<file path="config.mk">
export PLATFORM = sky130hd
export DESIGN_NAME = rob_commit_unit
export DESIGN_NICKNAME = d
export VERILOG_FILES = /design/src/rtl/rob_commit_unit.sv
export SDC_FILE = /design/constraint.sdc
export NUM_CORES = 1
export LEC_CHECK = 0
export ABC_AREA = 1
export CAP_MARGIN = 0
export CORE_MARGIN = 2
export CORE_UTILIZATION = 30
export DETAILED_ROUTE_END_ITERATION = 8
export PLACE_DENSITY_LB_ADDON = 0.2
export SYNTH_ARGS = -nofsm -noshare
export SYNTH_HDL_FRONTEND = slang
export SYNTH_SLANG_ARGS = --single-unit
</file>
<file path="constraint.sdc">
create_clock -name clk_in -period 8.1 [get_ports clk_in]
set_input_delay 2.025 -clock clk_in [delete_from_list [all_inputs] [get_ports clk_in]]
set_output_delay 2.025 -clock clk_in [all_outputs]
set_load 0.005 [all_outputs]
</file>
<file path="src/rtl/rob_commit_unit.sv">
// Reorder buffer feeding the register file: in-order retire onto the commit bus,
// CDB writeback capture, two combinational ready/value searches, flush on mispredicted branch.
module rob_commit_unit #(
  parameter int ROB_WIDTH = 3
) (
  input  logic                 clk_in,
  input  logic                 rst_in,
  input  logic                 rdy_in,
  input  logic                 issue_valid,
  input  logic [4:0]           issue_rd,
  input  logic                 issue_is_br,
  input  logic                 issue_pred_taken,
  input  logic [31:0]          issue_alt_pc,
  output logic [ROB_WIDTH-1:0] issue_rob_id,
  output logic                 rob_full,
  input  logic                 wb_valid,
  input  logic [ROB_WIDTH-1:0] wb_rob_id,
  input  logic [31:0]          wb_val,
  input  logic                 wb_br_taken,
  input  logic [ROB_WIDTH-1:0] search_rob_id_1,
  input  logic [ROB_WIDTH-1:0] search_rob_id_2,
  output logic                 search_ready_1,
  output logic                 search_ready_2,
  output logic [31:0]          search_val_1,
  output logic [31:0]          search_val_2,
  output logic                 commit_ready,
  output logic [4:0]           commit_reg_id,
  output logic [31:0]          commit_val,
  output logic [ROB_WIDTH-1:0] commit_rob_id,
  output logic                 clear,
  output logic [31:0]          clear_pc
);

  localparam int DEPTH = 1 << ROB_WIDTH;

  logic [DEPTH-1:0]     r_busy;
  logic [DEPTH-1:0]     r_ready;
  logic [DEPTH-1:0]     r_mispred;
  logic [DEPTH-1:0]     r_is_br;
  logic [DEPTH-1:0]     r_pred;
  logic [4:0]           r_rd     [DEPTH];
  logic [31:0]          r_val    [DEPTH];
  logic [31:0]          r_alt_pc [DEPTH];
  logic [ROB_WIDTH-1:0] r_head;
  logic [ROB_WIDTH-1:0] r_tail;
  logic [ROB_WIDTH:0]   r_count;

  logic w_issue;
  logic w_wb;
  logic w_commit;
  logic w_flush;
  logic w_byp_1;
  logic w_byp_2;
  logic w_hit_1;
  logic w_hit_2;

  assign rob_full     = (r_count == (ROB_WIDTH+1)'(DEPTH));
  assign issue_rob_id = r_tail;

  // While clear is high the upstream pipeline is being flushed, so its inputs are stale.
  assign w_issue  = issue_valid && !rob_full && !clear;
  assign w_wb     = wb_valid && !clear;
  assign w_commit = r_busy[r_head] && r_ready[r_head];
  assign w_flush  = w_commit && r_is_br[r_head] && r_mispred[r_head];

  assign w_byp_1 = wb_valid && (wb_rob_id == search_rob_id_1);
  assign w_byp_2 = wb_valid && (wb_rob_id == search_rob_id_2);
  assign w_hit_1 = r_busy[search_rob_id_1] && r_ready[search_rob_id_1];
  assign w_hit_2 = r_busy[search_rob_id_2] && r_ready[search_rob_id_2];

  assign search_ready_1 = w_byp_1 || w_hit_1;
  assign search_ready_2 = w_byp_2 || w_hit_2;
  assign search_val_1   = w_byp_1 ? wb_val : (w_hit_1 ? r_val[search_rob_id_1] : 32'd0);
  assign search_val_2   = w_byp_2 ? wb_val : (w_hit_2 ? r_val[search_rob_id_2] : 32'd0);

  // Payload storage; validity is tracked by the busy/ready bits, so no reset is needed here.
  always_ff @(posedge clk_in) begin
    if (!rst_in && rdy_in) begin
      if (w_wb) begin
        r_val[wb_rob_id] <= wb_val;
      end
      if (w_issue) begin
        r_rd[r_tail]     <= issue_rd;
        r_is_br[r_tail]  <= issue_is_br;
        r_pred[r_tail]   <= issue_pred_taken;
        r_alt_pc[r_tail] <= issue_alt_pc;
      end
    end
  end

  always_ff @(posedge clk_in) begin
    if (rst_in) begin
      r_head        <= '0;
      r_tail        <= '0;
      r_count       <= '0;
      r_busy        <= '0;
      r_ready       <= '0;
      r_mispred     <= '0;
      commit_ready  <= 1'b0;
      commit_reg_id <= 5'd0;
      commit_val    <= 32'd0;
      commit_rob_id <= '0;
      clear         <= 1'b0;
      clear_pc      <= 32'd0;
    end else if (rdy_in) begin
      commit_ready <= 1'b0;
      clear        <= 1'b0;
      if (w_commit) begin
        commit_ready  <= 1'b1;
        commit_reg_id <= r_rd[r_head];
        commit_val    <= r_val[r_head];
        commit_rob_id <= r_head;
      end
      if (w_flush) begin
        clear     <= 1'b1;
        clear_pc  <= r_alt_pc[r_head];
        r_busy    <= '0;
        r_ready   <= '0;
        r_mispred <= '0;
        r_head    <= '0;
        r_tail    <= '0;
        r_count   <= '0;
      end else begin
        if (w_wb) begin
          r_ready[wb_rob_id]   <= 1'b1;
          r_mispred[wb_rob_id] <= r_is_br[wb_rob_id] && (wb_br_taken != r_pred[wb_rob_id]);
        end
        if (w_commit) begin
          r_busy[r_head]  <= 1'b0;
          r_ready[r_head] <= 1'b0;
          r_head          <= r_head + ROB_WIDTH'(1);
        end
        // Issue is applied last so it wins if it lands on the slot being retired.
        if (w_issue) begin
          r_busy[r_tail]    <= 1'b1;
          r_ready[r_tail]   <= 1'b0;
          r_mispred[r_tail] <= 1'b0;
          r_tail            <= r_tail + ROB_WIDTH'(1);
        end
        case ({w_issue, w_commit})
          2'b10:   r_count <= r_count + (ROB_WIDTH+1)'(1);
          2'b01:   r_count <= r_count - (ROB_WIDTH+1)'(1);
          default: r_count <= r_count;
        endcase
      end
    end
  end

endmodule

</file>
# Word-level counts from Yosys, hierarchy flattened
# Memory sizes are Yosys's and may differ from the RTL's. A register that Yosys moved wholly into a read port is not among the register bits.
# Index checks and enable logic that the tools add are counted.
[word_totals]
ff_bits = 55
wordCells = 138
in_bits = 86
out_inout_bits = 144
rom_bits = 0
mem_bits_rw = 552
latchBits = 0
memories = 3
[mem_list]
columns = ["memory", "depth", "width", "read_ports", "rd_ports_with_merged_regs", "write_ports", "line_no", "rtl"]
rows = [
  ["r_alt_pc", 8, 32, 1, 1, 1, "43", "logic [31:0] r_alt_pc [DEPTH];"],
  ["r_val", 8, 32, 3, 1, 1, "42", "logic [31:0] r_val [DEPTH];"],
  ["r_rd", 8, 5, 1, 1, 1, "41", "logic [4:0] r_rd [DEPTH];"],
]
[classes]
div_mod_pow = 0
bitwise_logic = 8
add_sub_neg = 4
reduce_logical = 29
n_eq_ne = 6
n_mul = 0
order_cmp = 8
muxes = 69
shifts = 0
[ops]
columns = ["op", "count"]
rows = [
  ["$mux 8", 22],
  ["$mux 32", 4],
  ["$and 8x8->8", 4],
  ["$bmux 1 s3", 10],
  ["$bwmux 8", 3],
  ["$mux 1", 21],
  ["$lt 3x4->1 const B", 5],
  ["$not 8->8", 2],
  ["$or 8x8->8", 2],
  ["$logic_and 1x1->1", 15],
  ["$mux 3", 4],
  ["$reduce_and 2->1", 6],
  ["$demux 1 s3", 3],
  ["$ge 3x1->1 const B", 3],
  ["$pmux 4 s2", 1],
  ["$add 3x1->3 const B", 2],
  ["$eq 3x3->1", 2],
  ["$add 4x1->4 const B", 1],
  ["$eq 4x4->1 const B", 1],
  ["$mux 4", 1],
  ["$reduce_bool 2->1", 2],
  ["$sub 4x1->4 const B", 1],
  ["$logic_not 1->1", 3],
  ["$reduce_bool 3->1", 1],
  ["other kinds (4)", 5],
]

# Logic depth before layout (Yosys ltp)
# Gate-level depths: netlist of the first run.
[depth]
word_depth = 17
ltp_mapped = 18
ltp_nobuf = 17

# Least setup slack after synthesis of the first run
# OpenSTA, ideal clock, no wires.
[synth_path]
path_type = "in2out"
from = "input port search_rob_id_1[0]"
to = "output port search_val_1[24]"
t_required_ns = 6.075
slack_ns = 2.674
n_path_buf = 4
t_arrival_ns = 3.401
stages = 9
path_cell_list = "clkbuf_1 inv_1 buf_2 buf_2 buf_2 nor2_1 o211ai_1 nand2_1 o32ai_1"
[synth_between]
elab_chain_cells = 5
word_cells_on_any_way = 10
cone_classes = "eq/ne (1); mux (6); reduce/logical (2); memory (1)"
[synth_lines]
columns = ["item", "line_no", "rtl"]
rows = [
  ["from (decl)", "20", "input logic [ROB_WIDTH-1:0] search_rob_id_1,"],
  ["$bmux 1 s3", "68", "assign w_hit_1 = r_busy[search_rob_id_1] && r_ready[search_rob_id_1];"],
  ["$mux 1 (not written as such)", "68", ""],
  ["$logic_and 1x1->1", "68", ""],
  ["$mux 32", "73", "assign search_val_1 = w_byp_1 ? wb_val : (w_hit_1 ? r_val[search_rob_id_1] : 32'd0);"],
  ["$mux 32 (*)", "73", ""],
  ["to (decl)", "24", "output logic [31:0] search_val_1,"],
]
# Every way passes the cells marked *; elsewhere a longest branch is shown, timed or not. The select of a mux whose other input is x is not followed.

# Final worst setup path of the first run
[layout_path]
from = "input port wb_rob_id[0]"
to = "output port search_val_2[18]"
[layout_between]
elab_chain_cells = 3
[layout_lines]
columns = ["item", "line_no", "rtl"]
rows = [
  ["from (decl)", "17", "input logic [ROB_WIDTH-1:0] wb_rob_id,"],
  ["$eq 3x3->1", "67", "assign w_byp_2 = wb_valid && (wb_rob_id == search_rob_id_2);"],
  ["$logic_and 1x1->1", "67", ""],
  ["$mux 32", "74", "assign search_val_2 = w_byp_2 ? wb_val : (w_hit_2 ? r_val[search_rob_id_2] : 32'd0);"],
  ["to (decl)", "25", "output logic [31:0] search_val_2,"],
]
# No other way between the ends.

==> out/results.txt, run 1 <==
Pins Over Slew Limit: 0
RSZ-0062 raised after global routing: false
Bufs on Longest Clock Path: 3
Clock sink count: 676
Final Hold Violating Endpoints: 0
Pin count of the biggest net entering global routing: 99
Global Route Usage Sum: 21.0%
CP required: 6.08 ns
Synth Instances: 2871
Number of global-route vias before repair: 23193
Final-stage net count: 3116
Number of flops mapped to enable cells by yosys: 568
Io pins: 230
CTS Root Buffer Type: clkbuf_16
Pre-antenna DRT Iters: 8
GRT overflow: 0
Final wirelength: 111000 um
Post-route cell area: 36500 um^2
Full die area: 104000 um^2
Worst hold slack: 0.472 ns
Num rows: 116
Share of cells above drive strength 1: 7.18%
Antenna diode count: 0
Post-synthesis mux area share: 0%
Hpwl dp: 63500 um
Fmax: 140 MHz
Hold Buf Count CTS: 0
Vias post-DR: 24054
Pwr per Cell Area: 213 nW/um^2
Max Cap Viol: 0
Slowest cell on crit path: buf_4
GPL Wtd Cong: 0.870
Vias per cell: 5.48
Warnings, synthesis: 0
Port Buffer Count: 229
Main combinational cell family by area after synthesis: compound AO/OA/AOI/OAI gates
Setup CP Type: input pin to output port
Post-CTS setup buffers: 0
CTS tree: yes
Synthesized area: 30300 um^2
FF+latch count, synth: 676
Area Overhead vs Synth: 20.4%
WL/cell: 25.3 um
CP Cell Sequence: clkdlybuf4s50_1, buf_4, inv_1, o2111ai_4, buf_4, nand2_1, o32ai_1, clkdlybuf4s50_1
Adder-cell area share of the yosys netlist: 0.165%
DR DRC count: 0
CP Capture Type: output port
Commonest non-fill, non-tap cell in the layout: edfxtp_1
Worst setup slack after placement: 1.05 ns
Number of gates resized after CTS: 0
Multi-input logic area: 9500 um^2
Clock slew at reported path FFs: 0.06 ns
Worst-path maximum fanout: 55
Status: finished, final reports clean
Die width: 322 um
Starting DRT DRC Count: 2394
Die height: 322 um
First-pass GRT wire length: 161000 um
Worst Path Arrival: 5.10 ns
Complex-gate fraction of the synthesized area: 21.0%
Max_slew headroom: 38.5%
Dpl cell area: 34000 um^2
Fillcell total: 9952
Syn Nets: 2961
Met2 routed WL: 51700 um
Initial Utilization: 30.3%
Most frequent cells in the layout: edfxtp_1, nand2_1, o21ai_0
CTS buffer count: 78
Post-synthesis simple-gate area fraction: 9.43%
Setup ws final: 0.972 ns
Synth async-reset ratio: 0%
Initial antenna violation count: 15
Worst-Margin Slew: 0.919 ns
Hold WC Path Type: register to register
Main synth FF type: edfxtp_1
Maximum vdd drop: 0.148 mV
Tmin final: 7.13 ns
Max layer used: met5
Htree depth: 3
Cell variety after synth: 44
Synth Area in XOR/XNOR: 0.0866%
DRT met1 WL: 47300 um
Register area: 19200 um^2
TNS Setup: 0 ns
Avg Cell Area, Syn: 10.6 um^2
Post-route ant nets: 0
Met3 wire len: 8020 um
Max stage delay on crit path: 0.62 ns
Core area: 100000 um^2
Final setup violation count: 0
Leakage power: 12.6 nW
Clock Latency Late Sink: 0.66 ns
Setup Skew: 0.0272 ns
Register area share after synthesis: 63.3%
Startpoint types: input pin
Post-route clock period utilization: 88.0%
==> synth_stat cells, drive strengths merged, types with 7 or more instances <==
cell type	number	area (um^2)
a22o	24	210
a22oi	44	330
nor3	7	35.0
buf	63	322
a211oi	72	541
a41oi	15	131
o21ai	328	1640
edfxtp	568	17100
a31oi	33	206
nand4	20	125
inv	242	916
o211ai	64	480
dfxtp	108	2160
nand2	455	1730
a221oi	91	797
o22ai	23	144
nor2	201	778
a21oi	241	1210
clkbuf	149	559
o32ai	62	543
nand3	32	170
==> per-layer routing <==
metal,vias to the layer above,global-route usage [%]
met5,-,0
met4,24,7.88
met3,234,3.92
met2,1054,33.9
met1,11836,28.1
li1,10906,-
==> worst max-delay path, delay by kind of cell <==
kind | cells | cell delay [ns]
and+or+nand+nor | 1 | 0.14
buffers and inverters | 5 | 2.05
AOI/OAI and AO/OA | 2 | 0.83
==> registers in the layout, summed over array words and instances, names as in the netlist <==
register	flops
clear	1
r_busy	8
r_val	256
commit_val	32
commit_rob_id	3
r_count	4
r_head	3
r_pred	8
issue_rob_id	3
r_mispred	8
r_ready	8
commit_ready	1
r_is_br	8
r_rd	40
clear_pc	32
r_alt_pc	256
commit_reg_id	5
==> per-stage QoR <==
stage	std cells	util, %	total power [mW]
finish	4389	36.5	7.78
global route	4389	36.5	8.02
CTS	4389	36.5	7.85
detailed placement	4244	34.0	4.40
global placement	4244	34.0	4.40
floorplan	2871	-	4.11
==> power by group <==
| part | internal, mW | switching, mW | total, mW | leakage (nW) |
|---|---|---|---|---|
| clock | 1.98 | 1.47 | 3.46 | 1.21 |
| combinational | 0.190 | 0.341 | 0.530 | 5.45 |
| sequential | 3.79 | 0.00958 | 3.80 | 5.99 |
| total | 5.96 | 1.82 | 7.78 | 12.6 |
==> kinds of logic (layout without fill, tap and decap cells) <==
| logic type | count (synthesis) | in the layout |
|---|---|---|
| AO/OA/AOI/OAI | 1014 | 1014 |
| XOR/XNOR | 3 | 3 |
| adder cells (fa/ha/maj) | 4 | 4 |
| buffers and inverters | 456 | 676 |
| flip-flops | 676 | 676 |
| AND/OR/NAND/NOR | 718 | 718 |
==> path summary, 6_finish.rpt <==
path,from,endpoint,slack [ns],depth (start not counted)
setup reg to reg,r_head[1],clear_pc[28],3.87,12
hold / removal,commit_rob_id[0],commit_rob_id[0],0.47,2
setup / recovery,wb_rob_id[0],search_val_2[18],0.97,8
hold reg to reg,commit_rob_id[0],commit_rob_id[0],0.47,2
==> area by class of cell <==
cell class                      instances  share of cell area (%)
Clock inverter                         29                   0.935
Tap cell                             1298                    4.45
Sequential cell                       676                    52.6
Multi-Input combinational cell       1739                    26.0
Timing Repair Buffer                  287                    7.47
Clock buffer                          116                    5.96
Inverter                              244                    2.56
Note: power is estimated with default switching activity, not from simulation.
==> run 2, diff against run 1 <==
--- a/config.mk
+++ b/config.mk
@@ -7,7 +7,8 @@
 export LEC_CHECK = 0
 export ABC_AREA = 1
 export CAP_MARGIN = 0
-export CORE_MARGIN = 2
+export CORE_ASPECT_RATIO = 1.75
+export CORE_MARGIN = 3
 export CORE_UTILIZATION = 30
 export DETAILED_ROUTE_END_ITERATION = 8
 export PLACE_DENSITY_LB_ADDON = 0.2
==> out/results.txt, run 2 (synthesized netlist as in run 1, its figures left out) <==
Final Hold Violating Endpoints: 0
Core area: 99900 um^2
Post-route clock period utilization: 89.7%
Tmin final: 7.27 ns
Fillcell total: 9966
RSZ-0062 raised after global routing: false
Full die area: 105000 um^2
Max_slew headroom: 25.0%
CP Capture Type: output port
TNS Setup: 0 ns
Area Overhead vs Synth: 20.3%
CP required: 6.08 ns
Final wirelength: 114000 um
Hold Buf Count CTS: 0
Initial antenna violation count: 10
Worst-Margin Slew: 1.12 ns
GPL Wtd Cong: 0.873
Vias per cell: 5.45
R2r setup slk: 3.99 ns
Post-route ant nets: 0
Number of global-route vias before repair: 23897
Bufs on Longest Clock Path: 3
Vias post-DR: 23969
Total power: 7.75 mW
Starting DRT DRC Count: 1840
Port Buffer Count: 229
Pre-antenna DRT Iters: 5
Clock Latency Late Sink: 0.65 ns
Hold WC Path Type: register to register
Status: finished, final reports clean
Largest registers: r_alt_pc x256, r_val x256, r_rd x40
Leakage power: 12.6 nW
CTS tree: yes
Critical R2R Launch: r_head[0]
Die height: 427 um
Commonest non-fill, non-tap cell in the layout: edfxtp_1
First-pass GRT wire length: 163000 um
Setup ws final: 0.830 ns
Worst Path Arrival: 5.24 ns
CP Cell Sequence: clkdlybuf4s50_1, inv_1, o2111ai_4, buf_12, nand2_1, o32ai_1, clkdlybuf4s50_1
Slowest cell on crit path: clkdlybuf4s50_1
CTS buffer count: 69
Htree depth: 3
Fmax: 138 MHz
DR DRC count: 0
Hold Startpoint: commit_ready
Pwr per Cell Area: 212 nW/um^2
Pins Over Slew Limit: 0
Max Cap Viol: 0
Worst setup slack after placement: 0.845 ns
WL/cell: 25.9 um
Startpoint types: input pin
Final-stage net count: 3108
Clock sink count: 676
Post-route cell area: 36500 um^2
Global Route Usage Sum: 21.3%
Num rows: 153
Initial Utilization: 30.4%
Worst-path maximum fanout: 54
Final setup violation count: 0
Maximum vdd drop: 0.181 mV
Critical Path Source: wb_rob_id[0]
Hpwl dp: 68800 um
Setup Skew: 0.0228 ns
Pin count of the biggest net entering global routing: 128
Die width: 246 um
Most frequent cells in the layout: edfxtp_1, nand2_1, o21ai_0
Number of gates resized after CTS: 0
Final Util: 36.5%
Max stage delay on crit path: 0.72 ns
Dpl cell area: 34100 um^2
Setup CP Type: input pin to output port
Io pins: 230
Most used cell, CP: clkdlybuf4s50_1
CP bufs+invs: 4
Post-CTS setup buffers: 0
Crit path max-delay family: buffers and inverters
CTS Root Buffer Type: clkbuf_16
GRT overflow: 0
Share of cells above drive strength 1: 7.51%
Clock slew at reported path FFs: 0.06 ns
==> run 2: changes by cell type in the layout (fill, tap and decap cells not counted), moves of 2 or more <==
cell / before / now
clkinv_16: 3 / 0
bufinv_16: 3 / 11
clkbuf_16: 79 / 70
clkinv_2: 12 / 18
clkinv_4: 1 / 3
buf_12: 2 / 5
inv_6: 0 / 7
diode_2: 0 / 4
clkinv_1: 7 / 5
clkbuf_1: 31 / 7
==> run 2: area by class of cell <==
cell class | instances | area, um^2 | share of cell area (%)
inverter | 244 | 935 | 2.56
multi-input combinational | 1739 | 9500 | 26.0
sequential | 676 | 19200 | 52.6
clock buffer | 84 | 1870 | 5.13
clock inverter | 43 | 541 | 1.48
tap | 1317 | 1650 | 4.51
timing repair buffer | 288 | 2780 | 7.60
antenna | 4 | 10.0 | 0.0274
==> run 2: worst paths after layout <==
check,endpoint,cells past startpoint
max,search_val_2[15],7
min,commit_ready,2
max reg2reg,clear_pc[8],10
min reg2reg,commit_ready,2
==> run 2: tightest hold or removal path, delay by kind of cell, from the launching register on <==
kind | cells | cell delay, ns
AO/OA/AOI/OAI | 1 | 0.06
flip-flops | 1 | 0.31
AND/OR/NAND/NOR | 1 | 0.06
==> run 2: power breakdown <==
part	internal (mW)	total (mW)	switching, mW
logic	0.191	0.532	0.340
clock network	2.02	3.42	1.40
registers	3.79	3.80	0.00958
==> run 2: through the flow <==
step	cells	hold slack (ns)
floorplan	2871	0.456
global placement	4264	0.455
detailed placement	4264	0.469
CTS	4391	0.479
global route	4392	0.503
finish	4395	0.468
==> run 2: metal layers <==
metal	share of wire, %	global-route usage, %	wire (um)
met5	0.019	0	22
met4	4.5	10.5	5090
met3	6.7	3.98	7590
met2	51	37.9	57700
met1	38	24.3	43600
==> run 3, diff against run 2 <==
--- a/config.mk
+++ b/config.mk
@@ -5,7 +5,6 @@
 export SDC_FILE = /design/constraint.sdc
 export NUM_CORES = 1
 export LEC_CHECK = 0
-export ABC_AREA = 1
 export CAP_MARGIN = 0
 export CORE_ASPECT_RATIO = 1.75
 export CORE_MARGIN = 3
==> out/results.txt, run 3 <==
Worst r2r path cells: 8
Hold Buf Count CTS: 0
Setup CP Type: input pin to output port
RSZ-0062 raised after global routing: false
Num rows: 154
Placed instance count: 3450
Hold Startpoint: commit_rob_id[2]
Full die area: 106000 um^2
Setup Skew: 0.0196 ns
Leading area contributor after synthesis: edfxtp_1
Pins Over Slew Limit: 0
Pre-antenna DRT Iters: 5
GPL Wtd Cong: 0.825
Starting DRT DRC Count: 1594
CP Capture Type: output port
Routing usage on met2: 34.7%
Initial antenna violation count: 10
Non-filler cells, final: 3582
Status: finished, final reports clean
Worst-Margin Slew: 1.06 ns
Post-synth top area share: 55.9%
Clock sink count: 676
Final wirelength: 102000 um
Synth async-reset ratio: 0%
GRT busiest layer: met2
Number of global-route vias before repair: 20519
Port Buffer Count: 229
Maximum vdd drop: 0.144 mV
Max_slew headroom: 29.1%
R2r setup slk: 3.69 ns
CP required: 6.08 ns
Post-route clock period utilization: 83.0%
Bufs on Longest Clock Path: 3
Post-CTS setup buffers: 0
Fillcell total: 9468
Final setup violation count: 0
Initial Utilization: 30.3%
Crit path max-delay family: buffers and inverters
CTS buffer count: 69
Avg Cell Area, Syn: 15.2 um^2
Warnings, synthesis: 0
TNS Setup: 0 ns
Post-route ant nets: 0
Fmax: 149 MHz
Die height: 428 um
Largest registers: r_alt_pc x256, r_val x256, r_rd x40
CTS Root Buffer Type: clkbuf_16
Worst Path Arrival: 4.70 ns
Vias per cell: 5.47
Main area contributors after synthesis: edfxtp_1, mux4_2, dfxtp_1, mux2i_1, a221oi_1
Met3 Use GR: 3.45%
Met1 Usage GRT: 22.5%
Worst reg2reg endpoint: clear_pc[25]
Most frequent cells in the layout: edfxtp_1, clkdlybuf4s50_1, mux4_2
Core area: 101000 um^2
Syn Nets: 2097
Cell variety after synth: 58
Clock Latency Late Sink: 0.64 ns
Number of flops mapped to enable cells by yosys: 568
Max stage delay on crit path: 0.93 ns
Area Overhead vs Synth: 20.3%
Final Hold Violating Endpoints: 0
Clock slew at reported path FFs: 0.06 ns
Synth Instances: 2007
Commonest non-fill, non-tap cell in the layout: edfxtp_1
Synthesized area: 30500 um^2
Hold EP: commit_rob_id[2]
Pin count of the biggest net entering global routing: 66
Slowest cell on crit path: clkdlybuf4s50_1
DR DRC count: 0
Synth top cells by count: edfxtp_1, mux4_2, nand2_1, nor2_1, mux2i_1
Hold Crit Depth: 2
Global Route Usage Sum: 19.2%
Hpwl dp: 62000 um
First-pass GRT wire length: 146000 um
Critical R2R Launch: r_head[0]
Die width: 247 um
Max Cap Viol: 0
Worst-path maximum fanout: 63
Most numerous cell in the Yosys netlist: edfxtp_1
Pwr per Cell Area: 205 nW/um^2
Main synth FF type: edfxtp_1
Final-stage net count: 2285
WL/cell: 28.4 um
Io pins: 230
Leakage power: 11.2 nW
GRT overflow: 0
Hold WC Path Type: register to register
FF+latch count, synth: 676
Worst hold slack: 0.461 ns
Tmin final: 6.72 ns
CTS tree: yes
CP Cell Sequence: clkdlybuf4s50_1, xnor2_1, nand2_1, nor3_2, buf_12, nand2_1, o31ai_1, clkdlybuf4s50_1
Register area share after synthesis: 63.0%
Startpoint types: input pin
Share of cells above drive strength 1: 19.7%
CP bufs+invs: 3
Htree depth: 3
Number of gates resized after CTS: 0
Vias post-DR: 19605
-- run 3: changes by cell type after synthesis, sizes merged, moves of 68 or more --
cell,change
a21oi,-186
inv,-227
mux2i,+115
mux4,+175
nand2,-306
o21ai,-295
o31ai,+68
-- run 3: per-layer routing --
| layer | share of wire [%] | routed length [um] |
|---|---|---|
| met1 | 38 | 38600 |
| met5 | 0.046 | 47 |
| met4 | 3.4 | 3420 |
| met2 | 52 | 53300 |
| met3 | 6.3 | 6370 |
-- run 3: cells by family (layout without fill, tap and decap cells) --
family,Yosys count,after routing,synth area share [%]
simple gates,389,389,5.48
fa+ha+maj,4,4,0.164
mux,344,344,18.7
xor+xnor,9,9,0.258
flops,676,676,63.0
other cells,0,4,0
buf+inv,187,432,2.59
compound gates,398,398,9.80
-- run 3: per-stage QoR --
| stage | setup slack [ns] | total power [mW] | util, % | instance area [um^2] |
|---|---|---|---|---|
| after global placement | 1.33 | 4.31 | 34.1 | 34400 |
| after detailed placement | 1.37 | 4.32 | 34.1 | 34400 |
| final | 1.38 | 7.52 | 36.4 | 36700 |
| after CTS | 1.34 | 7.62 | 36.4 | 36700 |
| after global routing | 1.21 | 7.78 | 36.4 | 36700 |
| after floorplan | 1.71 | 4.10 | - | 30500 |
-- run 3: layout make-up --
type	count	area [um^2]	area share [%]
Clock inverter	28	317	0.863
Inverter	15	56.3	0.153
Timing Repair Buffer	289	2750	7.48
Sequential cell	676	19200	52.4
Tap cell	1326	1660	4.52
Multi-Input combinational cell	1144	10700	29.2
Clock buffer	100	1970	5.37
Antenna cell	4	10.0	0.0273
-- run 3: worst max-delay path by stage --
stage / from / endpoint / slack (ns) / depth (start not counted)
2_1_floorplan: wb_rob_id[2] / r_val[0][0] / 1.71 / 4
3_3_place_gp: wb_rob_id[0] / search_val_1[10] / 1.33 / 8
3_5_place_dp: search_rob_id_2[0] / search_val_2[29] / 1.37 / 8
4_1_cts: search_rob_id_2[0] / search_val_2[29] / 1.34 / 8
5_1_grt: wb_rob_id[0] / search_val_1[17] / 1.21 / 8
6_report: wb_rob_id[0] / search_val_1[17] / 1.38 / 8
-- run 3: power by group --
group / leakage [nW] / internal (mW) / switching [mW] / total (mW)
combinational: 4.11 / 0.190 / 0.238 / 0.429
sequential: 5.99 / 3.79 / 0.0168 / 3.81
clock: 1.11 / 1.89 / 1.39 / 3.28
-- run 3: tightest hold or removal path, cell delays in order, from the launching register on --
cell and delay [ns]:
dfxtp_1 0.31, nand2_1 0.05, a21oi_1 0.05
